===== src/rtl/mmio_timer_pkg.sv =====
// Shared register map, CTRL bit positions and word-offset decode for mmio_timer.
package mmio_timer_pkg;

  localparam logic [3:0] TIMER_CTRL     = 4'h0;
  localparam logic [3:0] TIMER_PRESCALE = 4'h4;
  localparam logic [3:0] TIMER_COUNT    = 4'h8;
  localparam logic [3:0] TIMER_COMPARE  = 4'hC;

  localparam int unsigned CTRL_EN    = 0;
  localparam int unsigned CTRL_AUTO  = 1;
  localparam int unsigned CTRL_IRQEN = 2;
  localparam int unsigned CTRL_FLAG  = 8;

  typedef enum logic [1:0] {
    REG_CTRL     = TIMER_CTRL[3:2],
    REG_PRESCALE = TIMER_PRESCALE[3:2],
    REG_COUNT    = TIMER_COUNT[3:2],
    REG_COMPARE  = TIMER_COMPARE[3:2]
  } reg_sel_e;

  function automatic reg_sel_e reg_of(input logic [1:0] word);
    return reg_sel_e'(word);
  endfunction

endpackage


===== src/rtl/mmio_timer_if.sv =====
// furv data-bus responder interface as seen by the timer peripheral.
interface mmio_timer_if;
  logic        sel;
  logic        mem_en;
  logic        mem_write;
  logic [3:0]  addr;
  logic [31:0] data_in;
  logic [31:0] data_out;
  logic        ack;

  modport master (output sel, mem_en, mem_write, addr, data_in, input data_out, ack);
  modport slave  (input sel, mem_en, mem_write, addr, data_in, output data_out, ack);
endinterface


===== src/rtl/mmio_timer_prescaler.sv =====
// Prescaler: counts 0..reload while enabled and pulses tick_o on reaching reload.
module timer_prescaler #(
  parameter int unsigned PRESCALE_W = 16
) (
  input  logic                  clk,
  input  logic                  rst,
  input  logic                  enable_i,
  input  logic [PRESCALE_W-1:0] reload_i,
  input  logic                  clear_i,
  output logic                  tick_o
);

  logic [PRESCALE_W-1:0] cnt_q, cnt_d;

  always_comb begin
    tick_o = enable_i && (cnt_q == reload_i);
    cnt_d  = cnt_q + 1'b1;
    if (!enable_i || clear_i || tick_o) cnt_d = '0;
  end

  always_ff @(posedge clk or posedge rst) begin
    if (rst) cnt_q <= '0;
    else     cnt_q <= cnt_d;
  end

endmodule


===== src/rtl/mmio_timer.sv =====
// Memory-mapped prescaled 32-bit timer with compare, sticky match flag and level irq.
module mmio_timer
  import mmio_timer_pkg::*;
#(
  parameter int unsigned PRESCALE_W    = 16,
  parameter logic [31:0] RESET_COMPARE = 32'hFFFF_FFFF
) (
  input  logic         clk,
  input  logic         rst,
  mmio_timer_if.slave  bus,
  output logic         irq
);

  logic                  en_q, en_d;
  logic                  auto_q, auto_d;
  logic                  irqen_q, irqen_d;
  logic                  flag_q, flag_d;
  logic [PRESCALE_W-1:0] prescale_q, prescale_d;
  logic [31:0]           count_q, count_d;
  logic [31:0]           compare_q, compare_d;
  logic [31:0]           rdata_q, rdata_d;
  logic                  ack_q, ack_d;

  logic       wr, rd, tick, match;
  logic [31:0] rd_val;
  reg_sel_e   rsel;
  logic       addr_unused;

  assign addr_unused = ^bus.addr[1:0];
  assign rsel  = reg_of(bus.addr[3:2]);
  assign wr    = bus.sel && bus.mem_en && bus.mem_write;
  assign rd    = bus.sel && bus.mem_en && !bus.mem_write && !ack_q;
  assign match = tick && (count_q == compare_q);

  timer_prescaler #(.PRESCALE_W(PRESCALE_W)) u_prescaler (
    .clk      (clk),
    .rst      (rst),
    .enable_i (en_q),
    .reload_i (prescale_q),
    .clear_i  (wr && rsel == REG_PRESCALE),
    .tick_o   (tick)
  );

  always_comb begin
    rd_val = '0;
    unique case (rsel)
      REG_CTRL: begin
        rd_val[CTRL_EN]    = en_q;
        rd_val[CTRL_AUTO]  = auto_q;
        rd_val[CTRL_IRQEN] = irqen_q;
        rd_val[CTRL_FLAG]  = flag_q;
      end
      REG_PRESCALE: rd_val = 32'(prescale_q);
      REG_COUNT:    rd_val = count_q;
      REG_COMPARE:  rd_val = compare_q;
      default:      rd_val = '0;
    endcase
  end

  always_comb begin
    en_d       = en_q;
    auto_d     = auto_q;
    irqen_d    = irqen_q;
    flag_d     = flag_q;
    prescale_d = prescale_q;
    count_d    = count_q;
    compare_d  = compare_q;
    rdata_d    = rdata_q;
    ack_d      = rd;

    if (tick) count_d = (match && auto_q) ? '0 : count_q + 32'd1;

    // Bus writes override the tick update; match set takes priority over clear.
    if (wr) begin
      unique case (rsel)
        REG_CTRL: begin
          en_d    = bus.data_in[CTRL_EN];
          auto_d  = bus.data_in[CTRL_AUTO];
          irqen_d = bus.data_in[CTRL_IRQEN];
          if (bus.data_in[CTRL_FLAG]) flag_d = 1'b0;
        end
        REG_PRESCALE: prescale_d = bus.data_in[PRESCALE_W-1:0];
        REG_COUNT:    count_d    = bus.data_in;
        REG_COMPARE:  compare_d  = bus.data_in;
        default: ;
      endcase
    end
    if (match) flag_d = 1'b1;

    if (rd) rdata_d = rd_val;
  end

  always_ff @(posedge clk or posedge rst) begin
    if (rst) begin
      en_q       <= 1'b0;
      auto_q     <= 1'b0;
      irqen_q    <= 1'b0;
      flag_q     <= 1'b0;
      prescale_q <= '0;
      count_q    <= '0;
      compare_q  <= RESET_COMPARE;
      rdata_q    <= '0;
      ack_q      <= 1'b0;
    end else begin
      en_q       <= en_d;
      auto_q     <= auto_d;
      irqen_q    <= irqen_d;
      flag_q     <= flag_d;
      prescale_q <= prescale_d;
      count_q    <= count_d;
      compare_q  <= compare_d;
      rdata_q    <= rdata_d;
      ack_q      <= ack_d;
    end
  end

  assign bus.data_out = rdata_q;
  assign bus.ack      = ack_q;
  assign irq          = flag_q & irqen_q;

endmodule


===== src/flat_wrapper.sv =====
// flat-port wrapper written by rule: the top's interface ports become plain ports
module mmio_timer_flat import mmio_timer_pkg::*;
#(
  parameter int unsigned PRESCALE_W    = 16,
  parameter logic [31:0] RESET_COMPARE = 32'hFFFF_FFFF
)
  (clk, rst, irq, bus_sel, bus_mem_en, bus_mem_write, bus_addr, bus_data_in, bus_data_out, bus_ack);
  mmio_timer_if bus_i ();
  input  logic clk;
  input  logic rst;
  output logic irq;
  input wire logic [$bits(bus_i.sel)-1:0] bus_sel;
  input wire logic [$bits(bus_i.mem_en)-1:0] bus_mem_en;
  input wire logic [$bits(bus_i.mem_write)-1:0] bus_mem_write;
  input wire logic [$bits(bus_i.addr)-1:0] bus_addr;
  input wire logic [$bits(bus_i.data_in)-1:0] bus_data_in;
  output wire logic [$bits(bus_i.data_out)-1:0] bus_data_out;
  output wire logic [$bits(bus_i.ack)-1:0] bus_ack;
  assign bus_i.sel = bus_sel;
  assign bus_i.mem_en = bus_mem_en;
  assign bus_i.mem_write = bus_mem_write;
  assign bus_i.addr = bus_addr;
  assign bus_i.data_in = bus_data_in;
  assign bus_data_out = bus_i.data_out;
  assign bus_ack = bus_i.ack;
  mmio_timer #(.PRESCALE_W(PRESCALE_W), .RESET_COMPARE(RESET_COMPARE)) u_core (.clk(clk), .rst(rst), .bus(bus_i), .irq(irq));
endmodule

===== config.mk =====
export PLATFORM = sky130hd
export DESIGN_NAME = mmio_timer_flat
export DESIGN_NICKNAME = d
export VERILOG_FILES = /design/src/rtl/mmio_timer_pkg.sv /design/src/rtl/mmio_timer_if.sv /design/src/rtl/mmio_timer_prescaler.sv /design/src/rtl/mmio_timer.sv /design/src/flat_wrapper.sv
export SDC_FILE = /design/constraint.sdc
export NUM_CORES = 1
export LEC_CHECK = 0
export ABC_AREA = 1
export BUFFER_PORTS_ARGS = -buffer_cell sky130_fd_sc_hd__buf_2
export CAP_MARGIN = 30
export CORE_MARGIN = 1.5
export CORE_UTILIZATION = 35
export CTS_BUF_LIST = sky130_fd_sc_hd__clkbuf_2 sky130_fd_sc_hd__clkbuf_4 sky130_fd_sc_hd__clkbuf_8
export DETAILED_ROUTE_END_ITERATION = 7
export GPL_TIMING_DRIVEN = 0
export PLACE_DENSITY = 0.6
export SLEW_MARGIN = 20
export SYNTH_ARGS = -nofsm -noshare
export SYNTH_HDL_FRONTEND = slang
export SYNTH_SLANG_ARGS = --single-unit

===== constraint.sdc =====
create_clock -name clk -period 4.55 [get_ports clk]
set_input_delay 0.6825 -clock clk [delete_from_list [all_inputs] [get_ports clk]]
set_output_delay 0.6825 -clock clk [all_outputs]
set_load 0.005 [all_outputs]

==> results of run 1 <==
[layout make-up]
type / count / area, um2 / share of cell area (%)
Clock buffer: 20 / 269.0 / 3.100
Clock inverter: 12 / 202.7 / 2.336
Timing Repair Buffer: 73 / 387.9 / 4.469
Sequential cell: 133 / 3368 / 38.81
Buffer: 33 / 155.1 / 1.788
Inverter: 140 / 533.0 / 6.142
Tap cell: 275 / 344.1 / 3.965
Multi-Input combinational cell: 767 / 3418 / 39.39
[critical path: cells and delay by family (launching register included)]
| kind | cells | cell delay [ns] |
|---|---|---|
| AND/OR/NAND/NOR | 8 | 1.24 |
| adder cells (fa/ha/maj) | 1 | 0.22 |
| flip-flops | 1 | 0.47 |
| buffers and inverters | 1 | 0.09 |
| AO/OA/AOI/OAI | 1 | 0.12 |
[layer usage]
| metal | up-vias | wire [um] | track usage [%] |
|---|---|---|---|
| met4 | 2 | 320 | 5.446 |
| met3 | 23 | 1335 | 3.823 |
| met5 | - | 10 | 0 |
| met1 | 3270 | 11340 | 32.17 |
| met2 | 206 | 9946 | 32.38 |
| li1 | 3558 | - | - |
[power by group through the flow]
stage,clock [mW],sequential (mW),combinational [mW]
after global routing,1.27,1.72,0.959
after floorplan,0,1.64,0.572
final,1.19,1.69,0.824
after detailed placement,0,1.71,0.819
after global placement,0,1.70,0.806
after CTS,1.21,1.68,0.824
[logic make-up after synthesis]
group                      Yosys count  synth area share [%]
adders and majority gates            2                0.3351
buffers and inverters              173                 9.115
and+or+nand+nor                    572                 31.10
DFF                                133                 45.11
muxes                                3                0.4524
AOI/OAI and AO/OA                  178                 12.48
xor gates and xnor gates            12                 1.407
[worst max-delay path by stage]
stage / end / depth (start not counted)
3_5_place_dp: u_core.compare_q[21] / 7
4_1_cts: u_core.count_q[28] / 11
2_1_floorplan: u_core.auto_q / 1
5_1_grt: u_core.count_q[28] / 11
6_report: u_core.count_q[28] / 11
3_3_place_gp: u_core.bus.data_out[25] / 2
[Yosys cell counts, drive strengths merged, types with 2 or more instances]
| cell | number |
|---|---|
| mux2 | 3 |
| clkbuf | 23 |
| nand4 | 6 |
| nor3 | 16 |
| nor2 | 115 |
| a221oi | 6 |
| o22ai | 10 |
| o21ai | 91 |
| nor4 | 4 |
| buf | 10 |
| nand3 | 47 |
| nand2 | 380 |
| ha | 2 |
| xor2 | 8 |
| inv | 140 |
| a21oi | 70 |
| and2 | 2 |
| dfrtp | 101 |
| xnor2 | 4 |
| dfstp | 32 |
[through the flow]
step           utilization (%)  cell area [um2]
6_report                 41.41             8678
4_1_cts                  41.41             8678
3_5_place_dp             39.16             8207
5_1_grt                  41.41             8678
2_1_floorplan                -             7467
3_3_place_gp             39.00             8172
[registers in the layout, indices dropped and copies added (netlist names)]
| register | cells |
|---|---|
| u_core.bus.ack | 1 |
| u_core.bus.data_out | 32 |
| u_core.u_prescaler.cnt_q | 16 |
| u_core.irqen_q | 1 |
| u_core.compare_q | 32 |
| u_core.flag_q | 1 |
| u_core.prescale_q | 16 |
| u_core.auto_q | 1 |
| u_core.count_q | 32 |
| u_core.en_q | 1 |
==> results.cfg, run 1 <==
[clock_tree]
cts_setup_buffers = 0
cts_htree_levels = 4
cts.sinks = 133
insertion_delay_ns = 0.46
postCtsResizedCells = 0
cts-buffers-inserted = 17
hold_buffers = 0
tritoncts = yes
cts_buffer_depth = 2
cts_root_buffer = clkbuf_8
cts.clk_slew.worst_paths_ns = 0.08

[power]
seqPwrFrac_pct = 45.6
power.density_mw_per_mm2 = 427.0
combPwrFrac_pct = 22.2
p_int_mw = 2.456
clkPwrFrac_pct = 32.1
power.total_mw = 3.706
p_leak_nw = 4.236
power.switching_mw = 1.250
netSwitchingFraction_pct = 33.73
ir_drop_mv = 0.1651

[timing]
max_freq_mhz = 456.2
max_slew_margin_pct = 52.42
setup_viol = 0
fin_ws_ns = 2.358
drv_slew = 0
fin_skew_ns = 0.01514
fin_crit_ns = 2.192
min_period_over_period_pct = 48.18
hold_slack_ns = 0.2560
final_hold_viol_count = 0
worstMarginPinSlew_ns = 0.7136
setup-tns-final_ns = 0
rsz0062_at_grt = false

[critical_path]
cp-end-kind = flop
rr_worst_depth = 11
worstPathMaxFanout = 6
critPathRequiredTime_ns = 4.94
cp_common_cell = nand2_1
r2r_start = u_core.count_q[0]
critPathArrivalTime_ns = 2.58
crit_path_start_kind = flop
r2r-end = u_core.count_q[28]
critPathKind = reg2reg
path_cells = ha_1 > inv_1 > nor2_2 > nand4_2 > nor2_1 > nand3_1 > nor2_1 > nand2_1 > nand2_1 > nand2_1 > o21ai_1
r2r_setup_slack_ns = 2.36
crit_slowest_cell = dfrtp_1
crit_start = u_core.count_q[0]
cpPeakStageDelay_ns = 0.47

[layout]
layout.cells.non_filler = 1453
final_nets = 1208
syn2layout_area_growth_pct = 16.22
layout_common_cells = 378 x nand2_1, 123 x inv_1, 107 x nor2_1, 101 x dfrtp_1, 76 x buf_2
antenna_cells = 0
nFillCells = 2274
drive_above_1_share_pct = 15.45
final_common_cell = nand2_1

[hold_path]
hold_path.class = in2async

[logic_synthesis]
async_flop_share_pct = 100.0
yosys.area.top_type = dfrtp_1
synth_edf_count = 0
netlist_area_mm2 = 0.007467
synth_seq_area_share_pct = 45.11
synth_fp_nets = 1116
yosys.cell_types.count = 34
ys_ff_latch = 133
synth.avg_cell_area_um2 = 6.959
ys.flop_type = dfrtp_1
yosysTopAreaCellShare_pct = 33.85
synthTopCellsByArea = dfrtp_1 34%, nand2_1 19%, dfstp_2 11%
syn_inst = 1073
yosysWarnings = 0

[placement]
numPortBuffers = 72
dpl.hpwl_mm = 17.12
gp_congestion = 0.9177
dp_slack_ns = 2.075
placed_cells = 1421

[drt]
drt_iter0_drc = 540
wirelength_mm = 22.95
post-route-drc-count = 0
dr_total_vias = 7059
drt_pre_antenna_iters = 5
ant_nets = 0
routed_via_density = 4.858
wl_per_cell_um = 15.80

[die]
fp-row-count = 53
ioPinCount = 75
start_util_pct = 35.63
dieArea_mm2 = 0.02222
die-height_um = 149.1
die_w_um = 149.1
core-area_mm2 = 0.02096

[global_routing]
grt_pass1_vias = 6659
grt_remaining_overflow = 0
track_usage_pct = 21.66
antenna_found_initial = 1
grt_max_degree = 71
grt_pass1_wl_mm = 36.65

[job]
cap_violations = 0

[status]
status = finished, final reports clean
Note: power is estimated with default switching activity, not from simulation.
==> run 2: changes to the inputs <==
==> constraint.sdc (replaced) <==
create_clock -name clk -period 2.1 [get_ports clk]
set_input_delay 0.315 -clock clk [delete_from_list [all_inputs] [get_ports clk]]
set_output_delay 0.315 -clock clk [all_outputs]
set_load 0.005 [all_outputs]
==> run 2 against run 1 <==
  * Clock power rose by 94%
  * Via count grew 2.6%
  * Utilization up 0.57 points
  * Register-to-register slack worse by 2.2 ns
  * Clock skew is 0.0015 ns lower
  * Non-clock buffer count increased by 8
  * Flip-flop and latch count stayed put
  * First-iteration DRC count up 19%
  * Critical path type unchanged
  * Critical endpoint is now u_core.count_q[31]
==> results.cfg, run 2 (synthesized netlist as in run 1, its figures left out) <==
[status]
status = finished, final reports clean

[critical_path]
cp_common_cell = nand2_1
r2r_setup_slack_ns = 0.15
crit_path_start_kind = flop
worstPathMaxFanout = 10
critPathArrivalTime_ns = 2.29
cpLargestDelayFamily = simple AND/OR/NAND/NOR gates
r2r-end = u_core.count_q[31]
r2r_start = u_core.compare_q[18]
crit_slowest_cell = dfstp_2
cpPeakStageDelay_ns = 0.55
path_cells = inv_1 > nand2_1 > nand2_1 > nor2_1 > nand2_1 > nor2_1 > nand2_1 > nor2_4 > nand3_2 > nand2_4 > buf_6 > o21bai_2
rr_worst_depth = 12
critPathKind = reg2reg
cp-end-kind = flop
critPathBufInv = 2
critPathRequiredTime_ns = 2.44

[global_routing]
grt_pass1_wl_mm = 36.29
track_usage_pct = 21.37
antenna_found_initial = 1
grt_pass1_vias = 6709
grt_remaining_overflow = 0
grt_max_degree = 34

[timing]
worstMarginPinSlew_ns = 0.6894
max_slew_margin_pct = 54.04
setup_viol = 0
min_period_over_period_pct = 93.02
max_freq_mhz = 511.9
drv_slew = 0
rsz0062_at_grt = false
final_hold_viol_count = 0
fin_skew_ns = 0.01362
fin_crit_ns = 1.953

[layout]
multi_input_area_mm2 = 0.003486
final_nets = 1216
register_area_mm2 = 0.003372
final_cell_area_mm2 = 0.008797
layout_common_cells = 377 x nand2_1, 123 x inv_1, 103 x nor2_1, 98 x dfrtp_1, 77 x buf_2
antenna_cells = 0
final_common_cell = nand2_1
final_util_pct = 41.98
nFillCells = 2220
syn2layout_area_growth_pct = 17.81
drive_above_1_share_pct = 16.95

[placement]
gp_congestion = 0.9059
dpl_cell_area_mm2 = 0.008255
dpl.hpwl_mm = 17.47
numPortBuffers = 72

[clock_tree]
insertion_delay_ns = 0.45
cts_root_buffer = clkbuf_8
cts-buffers-inserted = 17
cts_buffer_depth = 2
cts.sinks = 133
cts_htree_levels = 4
cts.clk_slew.worst_paths_ns = 0.08
tritoncts = yes

[die]
start_util_pct = 35.63
fp-row-count = 53
ioPinCount = 75
die_w_um = 149.1
die-height_um = 149.1
core-area_mm2 = 0.02096
dieArea_mm2 = 0.02222

[drt]
dr_total_vias = 7245
drt_pre_antenna_iters = 7
drt_iter0_drc = 644
ant_nets = 0
wirelength_mm = 22.96
wl_per_cell_um = 15.71
routed_via_density = 4.959
post-route-drc-count = 0

[hold_path]
hold_path.class = in2reg
hp-start = bus_data_in[17]
holdPathEnd = u_core.count_q[17]
holdPathStages = 3

[power]
power.density_mw_per_mm2 = 887.5
p_leak_nw = 4.260
ir_drop_mv = 0.3719

[job]
cap_violations = 0
-- run 2: layout make-up --
class | count | area share [%]
Buffer | 33 | 1.906
Clock buffer | 19 | 2.973
Sequential cell | 133 | 38.33
Tap cell | 275 | 3.911
Timing Repair Buffer | 81 | 5.462
Clock inverter | 13 | 1.778
Multi-Input combinational cell | 767 | 39.62
Inverter | 140 | 6.016
-- run 2: worst min-delay path: stages --
cell and delay, ns:
buf_2 0.09, nand2_1 0.05, nand2_1 0.06
-- run 2: layer usage --
layer,up-vias,part of all wire [%],track usage [%],wire length (um)
met1,3428,48,30.83,10980
met4,2,1.1,5.297,245
met2,208,44,32.04,10190
met3,18,6.7,5.168,1528
li1,3589,-,-,-
met5,-,0.030,0,7
-- run 2: timing repair --
action	4_1_cts	5_1_grt
pin swaps	0	1
hold endpoints to repair	13	0
hold buffers	1	0
gates resized for setup	2	22
cloned	0	0
endpoints found under the setup margin	1	48
setup buffers	0	4
-- run 2: how the worst max path moves through the flow --
stage / endpoint / from / slack (ns) / cells after the start
after floorplan: u_core.auto_q / rst / 0.16 / 1
after global placement: u_core.bus.data_out[29] / rst / -0.85 / 2
after detailed placement: u_core.compare_q[21] / bus_addr[3] / -0.06 / 7
after CTS: u_core.count_q[28] / u_core.count_q[0] / 0.009 / 11
after global routing: u_core.u_prescaler.cnt_q[12] / u_core.u_prescaler.cnt_q[0] / 0.009 / 10
final: u_core.count_q[31] / u_core.compare_q[18] / 0.15 / 12
-- run 2: per-stage QoR --
stage	setup slack [ns]	cells	TNS (ns)	total power, mW	hold slack (ns)
finish	0.1467	1461	0	7.807	0.08572
floorplan	0.1599	1073	0	4.789	0.4316
detailed placement	-0.05739	1424	-0.4799	5.491	0.3766
CTS	0.009033	1457	0	7.800	0.06605
global placement	-0.8504	1420	-92.73	5.433	0.4627
global route	0.009228	1461	0	8.313	0.07587
-- run 2: where the power goes --
group / internal (mW) / switching [mW]
clock network: 1.23 / 1.08
registers: 3.13 / 0.529
logic: 0.721 / 1.12
total: 5.08 / 2.72
==> run 3: changes to the inputs <==
==> constraint.sdc (replaced) <==
create_clock -name clk -period 2.1 [get_ports clk]
set_input_delay 0 -clock clk [delete_from_list [all_inputs] [get_ports clk]]
set_output_delay 0 -clock clk [all_outputs]
set_load 0.005 [all_outputs]
==> run 3 against run 2 <==
  * First-iteration DRC count decreased by 1.6%
  * Routed wire length increased by 0.49%
  * Power increased by 0.69%
  * Sequential power about the same
  * Design area increased by 4.0%
  * Critical endpoint is now u_core.count_q[29]
  * Critical path depth decreased by 2
  * Worst hold slack improved by 0.029 ns
==> results.cfg, run 3 (synthesized netlist as in run 1, its figures left out) <==
[status]
status = finished, final reports clean

[critical_path]
critPathBufInv = 0
path_cells = nand2_1 > nor2_1 > nand2_1 > nor3_2 > nand3_1 > nor2_1 > nand2_1 > nand2_1 > nand2_1 > o21ai_1
crit_slowest_cell = dfrtp_2
crit_path_start_kind = flop
critPathRequiredTime_ns = 2.48
cp-end-kind = flop
worstPathMaxFanout = 6
cp_common_cell = nand2_1
cpLargestDelayFamily = simple AND/OR/NAND/NOR gates
cpPeakStageDelay_ns = 0.47
critPathKind = reg2reg
critPathArrivalTime_ns = 2.35

[die]
die-height_um = 149.1
die_w_um = 149.1
fp-row-count = 53
start_util_pct = 35.63
core-area_mm2 = 0.02096
ioPinCount = 75
dieArea_mm2 = 0.02222

[layout]
drive_above_1_share_pct = 16.46
nFillCells = 2199
final_nets = 1251
syn2layout_area_growth_pct = 22.50
final_common_cell = nand2_1
layout_common_cells = 377 x nand2_1, 123 x inv_1, 103 x nor2_1, 98 x dfrtp_1, 77 x buf_2
final_cell_area_mm2 = 0.009148
antenna_cells = 0
layout.cells.non_filler = 1496
final_util_pct = 43.65

[placement]
numPortBuffers = 72
dpl.hpwl_mm = 17.47
dpl_cell_area_mm2 = 0.008255
placed_cells = 1424
dp_slack_ns = 0.01234
gp_congestion = 0.9059

[power]
power.density_mw_per_mm2 = 859.3
power.total_mw = 7.861
ir_drop_mv = 0.3757
p_leak_nw = 4.406

[hold_path]
hold_path.class = in2async

[clock_tree]
insertion_delay_ns = 0.46
cts_buffer_depth = 2
cts_htree_levels = 4
cts_root_buffer = clkbuf_8
tritoncts = yes
cts-buffers-inserted = 17
cts.sinks = 133
cts.clk_slew.worst_paths_ns = 0.08

[timing]
drv_slew = 0
min_period_over_period_pct = 93.50
max_freq_mhz = 509.3
hold_slack_ns = 0.1144
fin_skew_ns = 0.01288
fin_ws_ns = 0.1365
rsz0062_at_grt = false
fin_crit_ns = 1.964
setup_viol = 0
max_slew_margin_pct = 54.99
setup-tns-final_ns = 0
worstMarginPinSlew_ns = 0.6752
final_hold_viol_count = 0

[drt]
routed_via_density = 4.919
wirelength_mm = 23.07
dr_total_vias = 7359
highest_layer = met4
drt_pre_antenna_iters = 5
wl_met3_mm = 1.503
drt_iter0_drc = 634
post-route-drc-count = 0
wl_met1_mm = 11.02
met2_length_mm = 10.22
ant_nets = 0
wl_per_cell_um = 15.42

[job]
cap_violations = 0

[global_routing]
track_usage_pct = 21.52
grt_remaining_overflow = 0
grt_pass1_vias = 6815
antenna_found_initial = 0
grt_pass1_wl_mm = 36.63
grt_max_degree = 34
run 3: changes by cell type in the layout (fill, tap and decap cells not counted), sizes merged:
cell,delta
dlygate4sd3,+35
run 3: layout make-up:
cell class	instances	area [um2]	share of cell area, %
Tap cell	275	344.1	3.761
Clock inverter	13	156.4	1.710
Inverter	140	529.3	5.786
Multi-Input combinational cell	767	3486	38.11
Buffer	33	167.7	1.833
Timing Repair Buffer	116	830.8	9.082
Clock buffer	19	261.5	2.859
Sequential cell	133	3372	36.86
run 3: what timing repair did:
| action | CTS | global route |
|---|---|---|
| pin swaps | 0 | 1 |
| setup buffers | 0 | 4 |
| resized for setup | 2 | 22 |
| setup endpoints to repair | 1 | 48 |
| hold buffers | 36 | 0 |
| endpoints found under the hold margin | 179 | 0 |
run 3: layer usage:
metal  track usage [%]  up-vias
li1                  -     3659
met1             30.95     3437
met2             32.50      236
met3             5.046       27
met4             5.297        0
met5                 0        -
run 3: worst register-to-register path, stage by stage, from the launching register on:
cell	delay, ns
dfrtp_2	0.47
nand2_1	0.09
nor2_1	0.10
nand2_1	0.17
nor3_2	0.34
nand3_1	0.18
nor2_1	0.23
nand2_1	0.08
nand2_1	0.06
nand2_1	0.05
o21ai_1	0.12
run 3: where the power goes:
group          switching, mW  internal, mW  total (mW)
Clock                   1.08          1.23        2.31
Sequential             0.533          3.13        3.67
Combinational           1.12         0.764        1.89
Total                   2.73          5.13        7.86
run 3: final timing paths:
kind | from | to | slack [ns] | depth (start not counted)
max | u_core.count_q[4] | u_core.count_q[29] | 0.14 | 10
min in group clk | bus_addr[2] | u_core.irqen_q | 0.12 | 4
max reg2reg | u_core.count_q[4] | u_core.count_q[29] | 0.14 | 10
min reg2reg | u_core.bus.data_out[4] | u_core.bus.data_out[4] | 0.48 | 2
min | rst | u_core.u_prescaler.cnt_q[5] | 0.11 | 3
max in group asynchronous | rst | u_core.compare_q[26] | 1.19 | 5
